<file path="src/rtl/btn_count_pkg.sv">
`default_nettype none
// +----------------------------------------------------------------------+
// | btn_count_pkg                                                        |
// | Shared types and widths for the pushbutton counter slice.            |
// | Revision: 1.0                                                        |
// +----------------------------------------------------------------------+
package btn_count_pkg;

  localparam int COUNT_W = 8;

  typedef enum logic [1:0] {
    DB_ZERO  = 2'd0,
    DB_WAIT1 = 2'd1,
    DB_ONE   = 2'd2,
    DB_WAIT0 = 2'd3
  } db_state_e;

endpackage
`default_nettype wire

</file>
<file path="src/rtl/btn_debounce.sv">
`default_nettype none
// +----------------------------------------------------------------------+
// | btn_debounce                                                         |
// | 2-FF synchronizer, tick-qualified debounce FSM and rising-edge pulse.|
// | Revision: 1.0                                                        |
// +----------------------------------------------------------------------+
module btn_debounce
  import btn_count_pkg::*;
#(
  parameter int DB_CNT = 3
) (
  input  logic clk,
  input  logic reset_n,
  input  logic btn,
  input  logic tick,
  output logic level,
  output logic pulse
);

  localparam logic [2:0] CONFIRM_LOAD = 3'(DB_CNT);

  logic      sync1_q, sync2_q;
  db_state_e state_q, state_d;
  logic [2:0] confirm_q, confirm_d;
  logic      level_prev_q;
  logic      pulse_q;

  always_ff @(posedge clk or negedge reset_n) begin
    if (!reset_n) begin
      sync1_q <= 1'b0;
      sync2_q <= 1'b0;
    end else begin
      sync1_q <= btn;
      sync2_q <= sync1_q;
    end
  end

  // Any disagreement with the target level drops back and discards progress.
  always_comb begin
    state_d   = state_q;
    confirm_d = confirm_q;
    case (state_q)
      DB_ZERO: begin
        if (sync2_q) begin
          state_d   = DB_WAIT1;
          confirm_d = CONFIRM_LOAD;
        end
      end
      DB_WAIT1: begin
        if (!sync2_q) begin
          state_d = DB_ZERO;
        end else if (tick) begin
          if (confirm_q == 3'd1) state_d = DB_ONE;
          confirm_d = confirm_q - 3'd1;
        end
      end
      DB_ONE: begin
        if (!sync2_q) begin
          state_d   = DB_WAIT0;
          confirm_d = CONFIRM_LOAD;
        end
      end
      DB_WAIT0: begin
        if (sync2_q) begin
          state_d = DB_ONE;
        end else if (tick) begin
          if (confirm_q == 3'd1) state_d = DB_ZERO;
          confirm_d = confirm_q - 3'd1;
        end
      end
      default: state_d = DB_ZERO;
    endcase
  end

  assign level = (state_q == DB_ONE) || (state_q == DB_WAIT0);

  always_ff @(posedge clk or negedge reset_n) begin
    if (!reset_n) begin
      state_q      <= DB_ZERO;
      confirm_q    <= 3'd0;
      level_prev_q <= 1'b0;
      pulse_q      <= 1'b0;
    end else begin
      state_q      <= state_d;
      confirm_q    <= confirm_d;
      level_prev_q <= level;
      pulse_q      <= level & ~level_prev_q;
    end
  end

  assign pulse = pulse_q;

endmodule
`default_nettype wire

</file>
<file path="src/rtl/btn_count_ctrl.sv">
`default_nettype none
// +----------------------------------------------------------------------+
// | btn_count_ctrl                                                       |
// | Debounced up/down pushbuttons driving a wrap-around 8-bit counter.   |
// | Revision: 1.0                                                        |
// +----------------------------------------------------------------------+
module btn_count_ctrl
  import btn_count_pkg::*;
#(
  parameter int N      = 19,
  parameter int DB_CNT = 3
) (
  input  logic               clk,
  input  logic               reset_n,
  input  logic               btn_up,
  input  logic               btn_dn,
  input  logic               clr,
  output logic [COUNT_W-1:0] count,
  output logic               up_tick,
  output logic               dn_tick,
  output logic               db_up,
  output logic               db_dn
);

  logic [N-1:0]       divider_q;
  logic               tick;
  logic [COUNT_W-1:0] count_q, count_d;

  always_ff @(posedge clk or negedge reset_n) begin
    if (!reset_n) divider_q <= '0;
    else          divider_q <= divider_q + 1'b1;
  end

  assign tick = &divider_q;

  btn_debounce #(.DB_CNT(DB_CNT)) u_db_up (
    .clk     (clk),
    .reset_n (reset_n),
    .btn     (btn_up),
    .tick    (tick),
    .level   (db_up),
    .pulse   (up_tick)
  );

  btn_debounce #(.DB_CNT(DB_CNT)) u_db_dn (
    .clk     (clk),
    .reset_n (reset_n),
    .btn     (btn_dn),
    .tick    (tick),
    .level   (db_dn),
    .pulse   (dn_tick)
  );

  // Opposing presses in the same cycle cancel; clear overrides everything.
  always_comb begin
    count_d = count_q;
    if (clr)                      count_d = '0;
    else if (up_tick && dn_tick)  count_d = count_q;
    else if (up_tick)             count_d = count_q + 1'b1;
    else if (dn_tick)             count_d = count_q - 1'b1;
  end

  always_ff @(posedge clk or negedge reset_n) begin
    if (!reset_n) count_q <= '0;
    else          count_q <= count_d;
  end

  assign count = count_q;

endmodule
`default_nettype wire

</file>
<file path="config.mk">
export PLATFORM = sky130hd
export DESIGN_NAME = btn_count_ctrl
export DESIGN_NICKNAME = d
export VERILOG_FILES = /design/src/rtl/btn_count_pkg.sv /design/src/rtl/btn_debounce.sv /design/src/rtl/btn_count_ctrl.sv
export SDC_FILE = /design/constraint.sdc
export NUM_CORES = 1
export LEC_CHECK = 0
export ABC_AREA = 0
export CORE_ASPECT_RATIO = 0.7
export CORE_MARGIN = 3
export CORE_UTILIZATION = 55
export DETAILED_ROUTE_END_ITERATION = 10
export DONT_BUFFER_PORTS = 1
export PLACE_DENSITY = 0.7
export REMOVE_ABC_BUFFERS = 1
export SLEW_MARGIN = 20
export SYNTH_ARGS = -nofsm -noshare
export SYNTH_HDL_FRONTEND = slang
export SYNTH_SLANG_ARGS = --single-unit
</file>
<file path="constraint.sdc">
create_clock -name clk -period 3.84 [get_ports clk]
set_input_delay 0.96 -clock clk [delete_from_list [all_inputs] [get_ports clk]]
set_output_delay 0.96 -clock clk [all_outputs]
set_load 0.02 [all_outputs]
</file>
==> load_flow_metrics.sql <==
INSERT INTO impl_metrics (metric_group, metric, value, unit) VALUES
('route', 'drtPass1Iterations', '4', ''),
('sta', 'fmax', '0.4558', 'GHz'),
('worst_setup_path', 'critPathArrivalTime', '2.44', 'ns'),
('clock_tree', 'cts_setup_buffers', '0', ''),
('floorplanning', 'placementRows', '19', ''),
('clock_tree', 'cts_hold_buffers', '0', ''),
('layout', 'finalCoreUtilization', '0.6202', ''),
('route', 'postRouteAntennaNets', '0', ''),
('pwr', 'switching_share', '0.2131', ''),
('worst_setup_path', 'r2r_end', 'count[5]$_DFFE_PN0P_', ''),
('synth', 'postSynthRegisterBits', '45', ''),
('place', 'port_buffers', '0', ''),
('place', 'dp_cells', '263', ''),
('synth', 'syn_avg_cell_area', '10.67', 'µm²'),
('clock_tree', 'clk_transition_reported_paths', '0.09', 'ns'),
('floorplanning', 'coreArea', '3970', 'µm²'),
('layout', 'insertedDiodeCount', '0', ''),
('clock_tree', 'clockBufferDepth', '2', ''),
('synth', 'synth.yosys.warnings', '0', ''),
('synth', 'ys_dominant_reg_cell', 'sky130_fd_sc_hd__dfrtp_1', ''),
('floorplanning', 'initial_core_util', '0.5805', ''),
('layout', 'multi_input_area', '1114', 'µm²'),
('route', 'routed-via-count', '1601', ''),
('job', 'max-cap-violations', '0', ''),
('sta', 'slew_headroom', '0.4890', ''),
('sta', 'timing.clock.skew', '0.008239', 'ns'),
('layout', 'finalNonFillerCells', '271', ''),
('outcome', 'status', 'complete, no violations', ''),
('clock_tree', 'clk_latency', '0.30', 'ns'),
('route', 'post-route-drc-count', '0', ''),
('worst_setup_path', 'worst_path_dominant_cell_family', 'flip-flops', ''),
('pwr', 'power.share.sequential', '0.548', ''),
('grt', 'via_count_of_the_first_global_routing_pass', '1534', ''),
('worst_setup_path', 'cp-startpoint', 'u_db_up.pulse$_DFF_PN0_', ''),
('route', 'drt-vias-per-instance', '5.908', ''),
('clock_tree', 'numCtsBuffers', '5', ''),
('worst_setup_path', 'timing.critical_path.fanout_max', '7', ''),
('worst_setup_path', 'reg2reg_from', 'u_db_up.pulse$_DFF_PN0_', ''),
('worst_setup_path', 'crit_path_start_kind', 'register', ''),
('grt', 'grt_max_degree', '46', ''),
('pwr', 'power_leakage', '1.093', 'nW'),
('sta', 'worst-slew-pin-transition', '0.7611', 'ns'),
('layout', 'drive_gt1_frac', '0.06393', ''),
('worst_setup_path', 'delay_of_the_slowest_critical_path_stage', '0.61', 'ns'),
('floorplanning', 'die_w', '83.37', 'µm'),
('layout', 'layout_commonest_cell', 'sky130_fd_sc_hd__dfrtp_1', ''),
('pwr', 'vdd_ir_drop_max', '0.2625', 'mV'),
('synth', 'synth.yosys.seq_area_share', '0.4886', ''),
('layout', 'layout_common_cells', 'sky130_fd_sc_hd__dfrtp_1 (45), sky130_fd_sc_hd__nand3_1 (22), sky130_fd_sc_hd__xnor2_1 (18)', ''),
('pwr', 'powerDensity', '365.4', 'nW/µm²'),
('route', 'final_routed_wirelength_across_all_metal_layers', '4371', 'µm'),
('sta', 'setup_tns', '0', 'ns'),
('clock_tree', 'cts_resized', '0', ''),
('worst_setup_path', 'logic_depth_of_the_worst_setup_path_including_buffers', '6', ''),
('sta', 'timing_hold_violations_final', '0', ''),
('worst_setup_path', 'crit_chain', 'inv_1 > ha_1 > nand3_1 > a21o_1 > a2111oi_0 > nand3b_1', ''),
('worst_hold_path', 'worst_hold_path_type', 'in2async', ''),
('worst_setup_path', 'reg2reg_setup_slack', '1.65', 'ns'),
('pwr', 'power.clock.fraction', '0.417', ''),
('layout', 'area_growth_syn_to_layout', '6.840', '%'),
('floorplanning', 'fp.dieH', '60.16', 'µm'),
('worst_setup_path', 'cpMaxStageDelayCell', 'sky130_fd_sc_hd__dfrtp_1', ''),
('sta', 'finalSetupViolations', '0', ''),
('pwr', 'internal-power', '0.0007079', 'W'),
('sta', 'post-route-period-util', '0.5714', ''),
('pwr', 'comb_power_share', '0.035', ''),
('worst_setup_path', 'cp.buffers_inverters', '1', ''),
('synth', 'yosys.cell_types.count', '41', ''),
('grt', 'antenna_found_initial', '0', ''),
('synth', 'synth_area', '2305', 'µm²'),
('worst_setup_path', 'crit_type', 'reg2reg', '');
==> layer usage <==
| metal | wire, µm | up-vias | part of all wire | track usage |
|---|---|---|---|---|
| met2 | 1957 | 46 | 0.45 | 0.2979 |
| met1 | 2118 | 770 | 0.48 | 0.2596 |
| met4 | 25 | 0 | 0.0057 | 0.05594 |
| li1 | - | 782 | - | - |
| met3 | 270 | 3 | 0.062 | 0.05372 |
| met5 | 0 | - | 0 | 0 |
==> power groups by stage <==
stage / logic (W) / registers, W / clock network [W]
CTS: 0.0000316 / 0.000493 / 0.000385
global route: 0.0000360 / 0.000494 / 0.000402
floorplan: 0.0000247 / 0.000500 / 0
global placement: 0.0000278 / 0.000501 / 0
finish: 0.0000317 / 0.000493 / 0.000375
detailed placement: 0.0000313 / 0.000502 / 0
==> cells by family after synthesis <==
| family | Yosys count | synth area share |
|---|---|---|
| and+or+nand+nor | 89 | 0.2242 |
| DFF | 45 | 0.4886 |
| AOI/OAI and AO/OA | 29 | 0.08958 |
| xor gates and xnor gates | 24 | 0.09120 |
| buffers and inverters | 15 | 0.02823 |
| adders and majority gates | 12 | 0.06840 |
| muxes | 2 | 0.009771 |
==> worst min path at each step <==
| stage | startpoint | endpoint | slack (ns) | cells past startpoint |
|---|---|---|---|---|
| 2_1_floorplan | u_db_dn.sync1_q$_DFF_PN0_ | u_db_dn.sync2_q$_DFF_PN0_ | 0.33 | 0 |
| 3_3_place_gp | u_db_dn.sync1_q$_DFF_PN0_ | u_db_dn.sync2_q$_DFF_PN0_ | 0.34 | 0 |
| 3_5_place_dp | u_db_dn.sync1_q$_DFF_PN0_ | u_db_dn.sync2_q$_DFF_PN0_ | 0.34 | 0 |
| 4_1_cts | reset_n | u_db_dn.pulse$_DFF_PN0_ | 0.34 | 0 |
| 5_1_grt | reset_n | count[4]$_DFFE_PN0P_ | 0.32 | 0 |
| 6_report | reset_n | divider_q[15]$_DFF_PN0_ | 0.34 | 0 |
==> cell type report <==
| class | instances | area share |
|---|---|---|
| Clock buffer | 6 | 0.03354 |
| Clock inverter | 2 | 0.01524 |
| Inverter | 10 | 0.01524 |
| Multi-Input combinational cell | 156 | 0.4522 |
| Sequential cell | 45 | 0.4573 |
| Tap cell | 52 | 0.02642 |
==> state kept, by name, summed over array words and instances, names as in the netlist, named ones only <==
register	flops
count	8
divider_q	19
u_db_dn.confirm_q	3
u_db_dn.level_prev_q	1
u_db_dn.pulse	1
u_db_dn.state_q	1
u_db_dn.sync1_q	1
u_db_dn.sync2_q	1
u_db_up.confirm_q	3
u_db_up.level_prev_q	1
u_db_up.pulse	1
u_db_up.state_q	1
u_db_up.sync1_q	1
u_db_up.sync2_q	1
==> through the flow <==
step	setup slack, ns	hold slack [ns]	area (µm²)	power, W
after floorplan	1.915	0.3312	2277	0.0005246
after global placement	1.798	0.3414	2342	0.0005289
final	1.646	0.3393	2462	0.0008996
after CTS	1.629	0.3353	2462	0.0009089
after global routing	1.486	0.3222	2462	0.0009320
after detailed placement	1.639	0.3363	2342	0.0005331
==> Yosys cell counts, types with 4 or more instances <==
library cell	count	area share
sky130_fd_sc_hd__xnor2_1	18	0.068
sky130_fd_sc_hd__dfrtp_1	45	0.49
sky130_fd_sc_hd__nor3_1	8	0.017
sky130_fd_sc_hd__nand2_1	9	0.015
sky130_fd_sc_hd__a311oi_1	4	0.015
sky130_fd_sc_hd__inv_1	10	0.016
sky130_fd_sc_hd__ha_1	11	0.060
sky130_fd_sc_hd__a21oi_1	8	0.017
sky130_fd_sc_hd__xor2_1	6	0.023
sky130_fd_sc_hd__nor2_1	13	0.021
sky130_fd_sc_hd__nor4_1	6	0.016
sky130_fd_sc_hd__and3_1	9	0.024
sky130_fd_sc_hd__o21a_1	5	0.016
sky130_fd_sc_hd__nand3_1	22	0.048
==> worst register-to-register path: stages, from the launching register on <==
cell and delay, ns:
sky130_fd_sc_hd__dfrtp_1 0.61, sky130_fd_sc_hd__inv_1 0.22, sky130_fd_sc_hd__ha_1 0.40, sky130_fd_sc_hd__nand3_1 0.16, sky130_fd_sc_hd__a21o_1 0.22, sky130_fd_sc_hd__a2111oi_0 0.38
sky130_fd_sc_hd__nand3b_1 0.15
(Power assumes the default switching activity.)
